File: src/rtl/calc_pkg.sv
// calc_pkg: shared state encodings, op-code layout and width defaults for the calculator control path
package calc_pkg;
   localparam int DATA_W_DEF = 16;
   localparam int RES_W_DEF = 32;
   localparam int OP_W = 3;
   localparam int OP_UNARY_BIT = 2;
   typedef enum logic [2:0] {
      ST_IDLE = 3'd0,
      ST_LOAD_B = 3'd1,
      ST_ISSUE = 3'd2,
      ST_WAIT_CORE = 3'd3,
      ST_CONVERT = 3'd4,
      ST_SHOW = 3'd5,
      ST_ERROR = 3'd6
   } state_e;
   function automatic logic is_unary(input logic [OP_W-1:0] op);
      return op[OP_UNARY_BIT];
   endfunction
endpackage

File: src/rtl/btn_debounce.sv
// btn_debounce: 2-FF synchronizer, stability counter and one-cycle rising-edge pulse for a raw button
module btn_debounce #(
   parameter int DBNC_CYC = 250000
) (
   input logic clk,
   input logic reset_n,
   input logic btn_i,
   output logic pulse_o
);
   localparam int CW = $clog2(DBNC_CYC + 1);
   logic [1:0] sync_q;
   logic level_q, pulse_q, differs, settled;
   logic [CW-1:0] cnt_q;
   assign differs = sync_q[1] != level_q;
   assign settled = cnt_q == CW'(DBNC_CYC - 1);
   assign pulse_o = pulse_q;
   always_ff @(posedge clk) begin
      if (!reset_n) begin
         sync_q <= '0;
         level_q <= 1'b0;
         pulse_q <= 1'b0;
         cnt_q <= '0;
      end else begin
         sync_q <= {sync_q[0], btn_i};
         cnt_q <= (differs && !settled) ? cnt_q + CW'(1) : '0;
         level_q <= (differs && settled) ? sync_q[1] : level_q;
         pulse_q <= differs && settled && sync_q[1];
      end
   end
endmodule

File: src/rtl/calc_sequencer.sv
// calc_sequencer: operand entry, core start/timeout supervision and BCD hand-off for the calculator
module calc_sequencer
   import calc_pkg::*;
#(
   parameter int DATA_W = DATA_W_DEF,
   parameter int RES_W = RES_W_DEF,
   parameter int DBNC_CYC = 250000,
   parameter int TIMEOUT_CYC = 4096
) (
   input logic clk,
   input logic reset_n,
   input logic btn_exec,
   input logic [DATA_W-1:0] switch_data,
   input logic [OP_W-1:0] op_select,
   output logic core_start,
   output logic [DATA_W-1:0] core_operand_a,
   output logic [DATA_W-1:0] core_operand_b,
   output logic [OP_W-1:0] core_op,
   input logic core_ready,
   input logic [RES_W-1:0] core_result,
   output logic bcd_start,
   output logic [15:0] bcd_bin,
   input logic bcd_done,
   output logic result_valid,
   output logic overflow,
   output logic timeout_err,
   output logic [2:0] state_code
);
   localparam int TW = TIMEOUT_CYC > 1 ? $clog2(TIMEOUT_CYC) : 1;
   localparam logic [TW-1:0] T_MAX = TW'(TIMEOUT_CYC - 1);
   state_e state_q, state_d;
   logic [DATA_W-1:0] a_q, a_d, b_q, b_d;
   logic [OP_W-1:0] op_q, op_d;
   logic [15:0] bin_q, bin_d;
   logic [TW-1:0] tmr_q, tmr_d, tmr_inc;
   logic bcd_start_q, bcd_start_d, valid_q, valid_d, ovf_q, ovf_d, tmo_q, tmo_d;
   logic exec_pulse;
   btn_debounce #(.DBNC_CYC(DBNC_CYC)) u_dbnc (
      .clk(clk),
      .reset_n(reset_n),
      .btn_i(btn_exec),
      .pulse_o(exec_pulse)
   );
   // timer counts cycles since core_start and saturates at the expiry value
   assign tmr_inc = (tmr_q == T_MAX) ? tmr_q : tmr_q + TW'(1);
   always_ff @(posedge clk) begin
      if (!reset_n) begin
         state_q <= ST_IDLE;
         a_q <= '0;
         b_q <= '0;
         op_q <= '0;
         bin_q <= '0;
         tmr_q <= '0;
         bcd_start_q <= 1'b0;
         valid_q <= 1'b0;
         ovf_q <= 1'b0;
         tmo_q <= 1'b0;
      end else begin
         state_q <= state_d;
         a_q <= a_d;
         b_q <= b_d;
         op_q <= op_d;
         bin_q <= bin_d;
         tmr_q <= tmr_d;
         bcd_start_q <= bcd_start_d;
         valid_q <= valid_d;
         ovf_q <= ovf_d;
         tmo_q <= tmo_d;
      end
   end
   always_comb begin
      state_d = state_q;
      a_d = a_q;
      b_d = b_q;
      op_d = op_q;
      bin_d = bin_q;
      tmr_d = '0;
      bcd_start_d = 1'b0;
      valid_d = valid_q;
      ovf_d = ovf_q;
      tmo_d = tmo_q;
      case (state_q)
         ST_IDLE: if (exec_pulse) begin
            a_d = switch_data;
            op_d = op_select;
            b_d = is_unary(op_select) ? '0 : b_q;
            state_d = is_unary(op_select) ? ST_ISSUE : ST_LOAD_B;
         end
         ST_LOAD_B: if (exec_pulse) begin
            b_d = switch_data;
            state_d = ST_ISSUE;
         end
         ST_ISSUE: begin
            tmr_d = tmr_inc;
            state_d = ST_WAIT_CORE;
         end
         ST_WAIT_CORE: begin
            tmr_d = tmr_inc;
            if (core_ready) begin
               ovf_d = |core_result[RES_W-1:16];
               bin_d = ovf_d ? bin_q : core_result[15:0];
               bcd_start_d = !ovf_d;
               state_d = ovf_d ? ST_ERROR : ST_CONVERT;
            end else if (tmr_q == T_MAX) begin
               tmo_d = 1'b1;
               state_d = ST_ERROR;
            end
         end
         ST_CONVERT: if (bcd_done) begin
            valid_d = 1'b1;
            state_d = ST_SHOW;
         end
         ST_SHOW: if (exec_pulse) begin
            valid_d = 1'b0;
            state_d = ST_IDLE;
         end
         ST_ERROR: if (exec_pulse) begin
            ovf_d = 1'b0;
            tmo_d = 1'b0;
            state_d = ST_IDLE;
         end
         default: state_d = ST_IDLE;
      endcase
   end
   assign core_start = state_q == ST_ISSUE;
   assign core_operand_a = a_q;
   assign core_operand_b = b_q;
   assign core_op = op_q;
   assign bcd_start = bcd_start_q;
   assign bcd_bin = bin_q;
   assign result_valid = valid_q;
   assign overflow = ovf_q;
   assign timeout_err = tmo_q;
   assign state_code = state_q;
endmodule

File: config.mk
export PLATFORM = sky130hd
export DESIGN_NAME = calc_sequencer
export DESIGN_NICKNAME = d
export VERILOG_FILES = /design/src/rtl/calc_pkg.sv /design/src/rtl/btn_debounce.sv /design/src/rtl/calc_sequencer.sv
export SDC_FILE = /design/constraint.sdc
export NUM_CORES = 1
export LEC_CHECK = 0
export ABC_AREA = 1
export CAP_MARGIN = 20
export CORE_UTILIZATION = 48
export CTS_CLUSTER_SIZE = 28
export DETAILED_ROUTE_END_ITERATION = 8
export GPL_TIMING_DRIVEN = 0
export PLACE_DENSITY_LB_ADDON = 0.15
export SYNTH_ARGS = -nofsm -noshare
export SYNTH_HDL_FRONTEND = slang
export SYNTH_HIERARCHICAL = 1
export SYNTH_SLANG_ARGS = --single-unit
File: constraint.sdc
create_clock -name clk -period 1.8 [get_ports clk]
set_clock_uncertainty 0.1 [all_clocks]
set_input_delay 0.54 -clock clk [delete_from_list [all_inputs] [get_ports clk]]
set_output_delay 0.54 -clock clk [all_outputs]
set_load 0.05 [all_outputs]
==> impl_metrics.tcl <==
set metrics [dict create \
    yosys.area.top_type "dfxtp_1" \
    portBuffers 114 \
    final-setup-viol-count 0 \
    avgSynthCellArea_um2 7.420 \
    critPathMaxFanout 8 \
    drive_gt1_frac 0.2243 \
    cp_top_family "simple AND/OR/NAND/NOR gates" \
    syn-num-nets 606 \
    slowest_delay_ns 0.41 \
    first_pass_iters 5 \
    die_w_um 94.04 \
    slowest_stage "clkdlybuf4s50_1" \
    period_share 0.9916 \
    gp_congestion 0.8173 \
    p_sw_w 0.0008000 \
    required_ns 1.95 \
    power_density_mw_per_mm2 654.2 \
    antenna_left 0 \
    synth_area_leaders "dfxtp_1 (45%), nand2_1 (12%), nor2_1 (7.1%)" \
    routedWlPerCell_um 13.22 \
    finalCriticalPeriod_ns 1.785 \
    arrival_ns 1.94 \
    most-common-layout-cells "nand2_1 (133), dfxtp_1 (88), nor2_1 (74)" \
    cp-end-kind "register" \
    grt_max_degree 16 \
    drv_cap 0 \
    fin_total_pwr_w 0.003814 \
    run_status "finished, final reports clean" \
    power_frac_comb 0.051 \
    root_buffer "clkbuf_8" \
    tightest_slew_ns 0.5433 \
    drc 0 \
    antennaDiodeCount 0 \
    insertion_delay_ns 0.36 \
    htree_levels 3 \
    worstHoldPathType "register to register" \
    p_leak_nw 2.085 \
    die_h_um 94.04 \
    rsz0062_at_grt "yes" \
    max_freq_mhz 560.2 \
    grt_pass1_vias 3817 \
    post_synth_instance_area_mm2 0.004066 \
    cts_buffers 9 \
    finalNetCount 744 \
    r2r_slack_ns 0.13 \
    cp_num_buf_inv 2 \
    synth_cell_types 37 \
    area_delta_synth_final_pct 43.38 \
    fin_ws_ns 0.01504 \
    vdd_drop_max_mv 0.4346 \
    cts_tree "done" \
    io_pins 115 \
    grt_pass1_wl_um 17060 \
    swShare 0.2097 \
    clock-sinks 92 \
    crit_type "input port to register" \
    track_usage 0.2468 \
    p_seq_frac 0.534 \
    pwr-share-clk 0.415 \
    antenna_found_initial 0 \
    vias 4011 \
    drv_slew 0 \
    fin_util 0.7096 \
    startpoint_type "input port" \
    p_int_w 0.003014 \
    rows 33 \
    synth_top_area_frac 0.4529 \
    grt.overflow.total 0 \
    vias_per_cell 5.039 \
    final_common_cell "nand2_1" \
    hold_viol_final 0 \
    slew_headroom 0.6378 \
    holdWs_ns 0.3273 \
    synth-seq-cells 92 \
    hold_buffers 0 \
    crit_top_cell "nor2_1" \
    syn_inst 548 \
    place_ws_ns -0.5358 \
    ys_warn_count 6 \
    core_area_mm2 0.008217 \
    path_cells "clkdlybuf4s50_1 > nor2_1 > nand2_1 > nor2_4 > nand4_4 > buf_4 > o21ai_1 > nor2_1" \
    ys_seq_area_frac 0.4529 \
    die_area_mm2 0.008844 \
    drt-initial-drc-count 160 \
    clk_path_buf_depth 2 \
    wl_um 10520 \
    clk_pin_slew_worst_paths_ns 0.09 \
    start_util 0.4949 \
    dp_hpwl_um 7353 \
]
-- power groups by stage --
stage / sequential, W / clock [W] / combinational, W
after floorplan: 0.00208 / 0 / 0.0000450
after global placement: 0.00209 / 0 / 0.000187
after detailed placement: 0.00209 / 0 / 0.000189
after CTS: 0.00204 / 0.00161 / 0.000191
after global routing: 0.00204 / 0.00170 / 0.000210
final: 0.00204 / 0.00158 / 0.000195
-- layer usage --
| metal | routed length, um | track usage |
|---|---|---|
| met4 | 264 | 0.1115 |
| met2 | 5236 | 0.4173 |
| met5 | 0 | 0 |
| met3 | 691 | 0.07282 |
| met1 | 4331 | 0.2867 |
-- cell type report --
class | instances | area (um^2)
buffer | 19 | 158.9
clock buffer | 11 | 151.4
clock inverter | 5 | 83.83
fill | 648 | 2386
inverter | 43 | 173.9
multi-input combinational | 394 | 1959
sequential | 92 | 1849
tap | 105 | 131.4
timing repair buffer | 127 | 1323
-- synth_stat cells --
master	count
a211oi_1	1
a21oi_1	49
a31oi_1	3
a41oi_1	1
and2_1	1
buf_12	1
buf_2	2
buf_4	2
buf_6	5
clkbuf_1	9
clkinv_2	1
dfxtp_1	92
ha_1	2
inv_1	35
inv_2	7
nand2_1	133
nand2_2	7
nand2_4	2
nand3_1	43
nand3_2	4
nand3_4	2
nand3b_1	3
nand4_1	3
nand4_4	1
nor2_1	77
nor2_2	15
nor2_4	2
nor2b_1	1
nor3_1	2
nor3_2	1
nor3_4	2
o21ai_0	25
o21ai_1	2
or2_0	1
or2_2	2
xnor2_1	3
xor2_1	6
-- flip-flops by register name (all words and copies together), names as in the netlist, 2 cells and up --
| name | flops |
|---|---|
| bcd_bin | 16 |
| core_op | 3 |
| core_operand_a | 16 |
| core_operand_b | 16 |
| state_code | 3 |
| tmr_q | 12 |
| u_dbnc/cnt_q | 18 |
| u_dbnc/sync_q | 2 |
-- worst min-delay path, delay by kind of cell, from the launching register on --
family                 cells  cell delay (ns)
buffers and inverters      1             0.03
flip-flops                 1             0.31
AND/OR/NAND/NOR            1             0.05
-- final timing paths --
check                                      start                 to  depth (start not counted)
worst max-delay path             core_result[18]         bcd_bin[4]                          8
worst min-delay path            u_dbnc/sync_q[0]   u_dbnc/sync_q[1]                          2
worst min register to register  u_dbnc/sync_q[0]   u_dbnc/sync_q[1]                          2
worst max register to register     state_code[2]  core_operand_b[8]                          8
-- timing repair --
| item | 4_1_cts | 5_1_grt |
|---|---|---|
| pin swaps | 1 | 7 |
| endpoints found under the setup margin | 97 | 17 |
| setup buffers | 0 | 11 |
| resized for setup | 195 | 27 |
| cloned | 0 | 2 |
-- logic make-up after synthesis --
family,synth area share
compound gates,0.1022
xor+xnor,0.01939
fa+ha+maj,0.006153
buf+inv,0.07323
flops,0.4529
simple gates,0.3462
-- metrics by stage --
| step | cells | area (um^2) | TNS [ns] |
|---|---|---|---|
| global placement | 767 | 5343 | -28.20 |
| finish | 796 | 5831 | 0 |
| global route | 796 | 5831 | -0.6333 |
| floorplan | 548 | 4070 | 0 |
| CTS | 783 | 5682 | -0.01878 |
| detailed placement | 767 | 5343 | -30.81 |
Note: power is estimated with default switching activity, not from simulation.
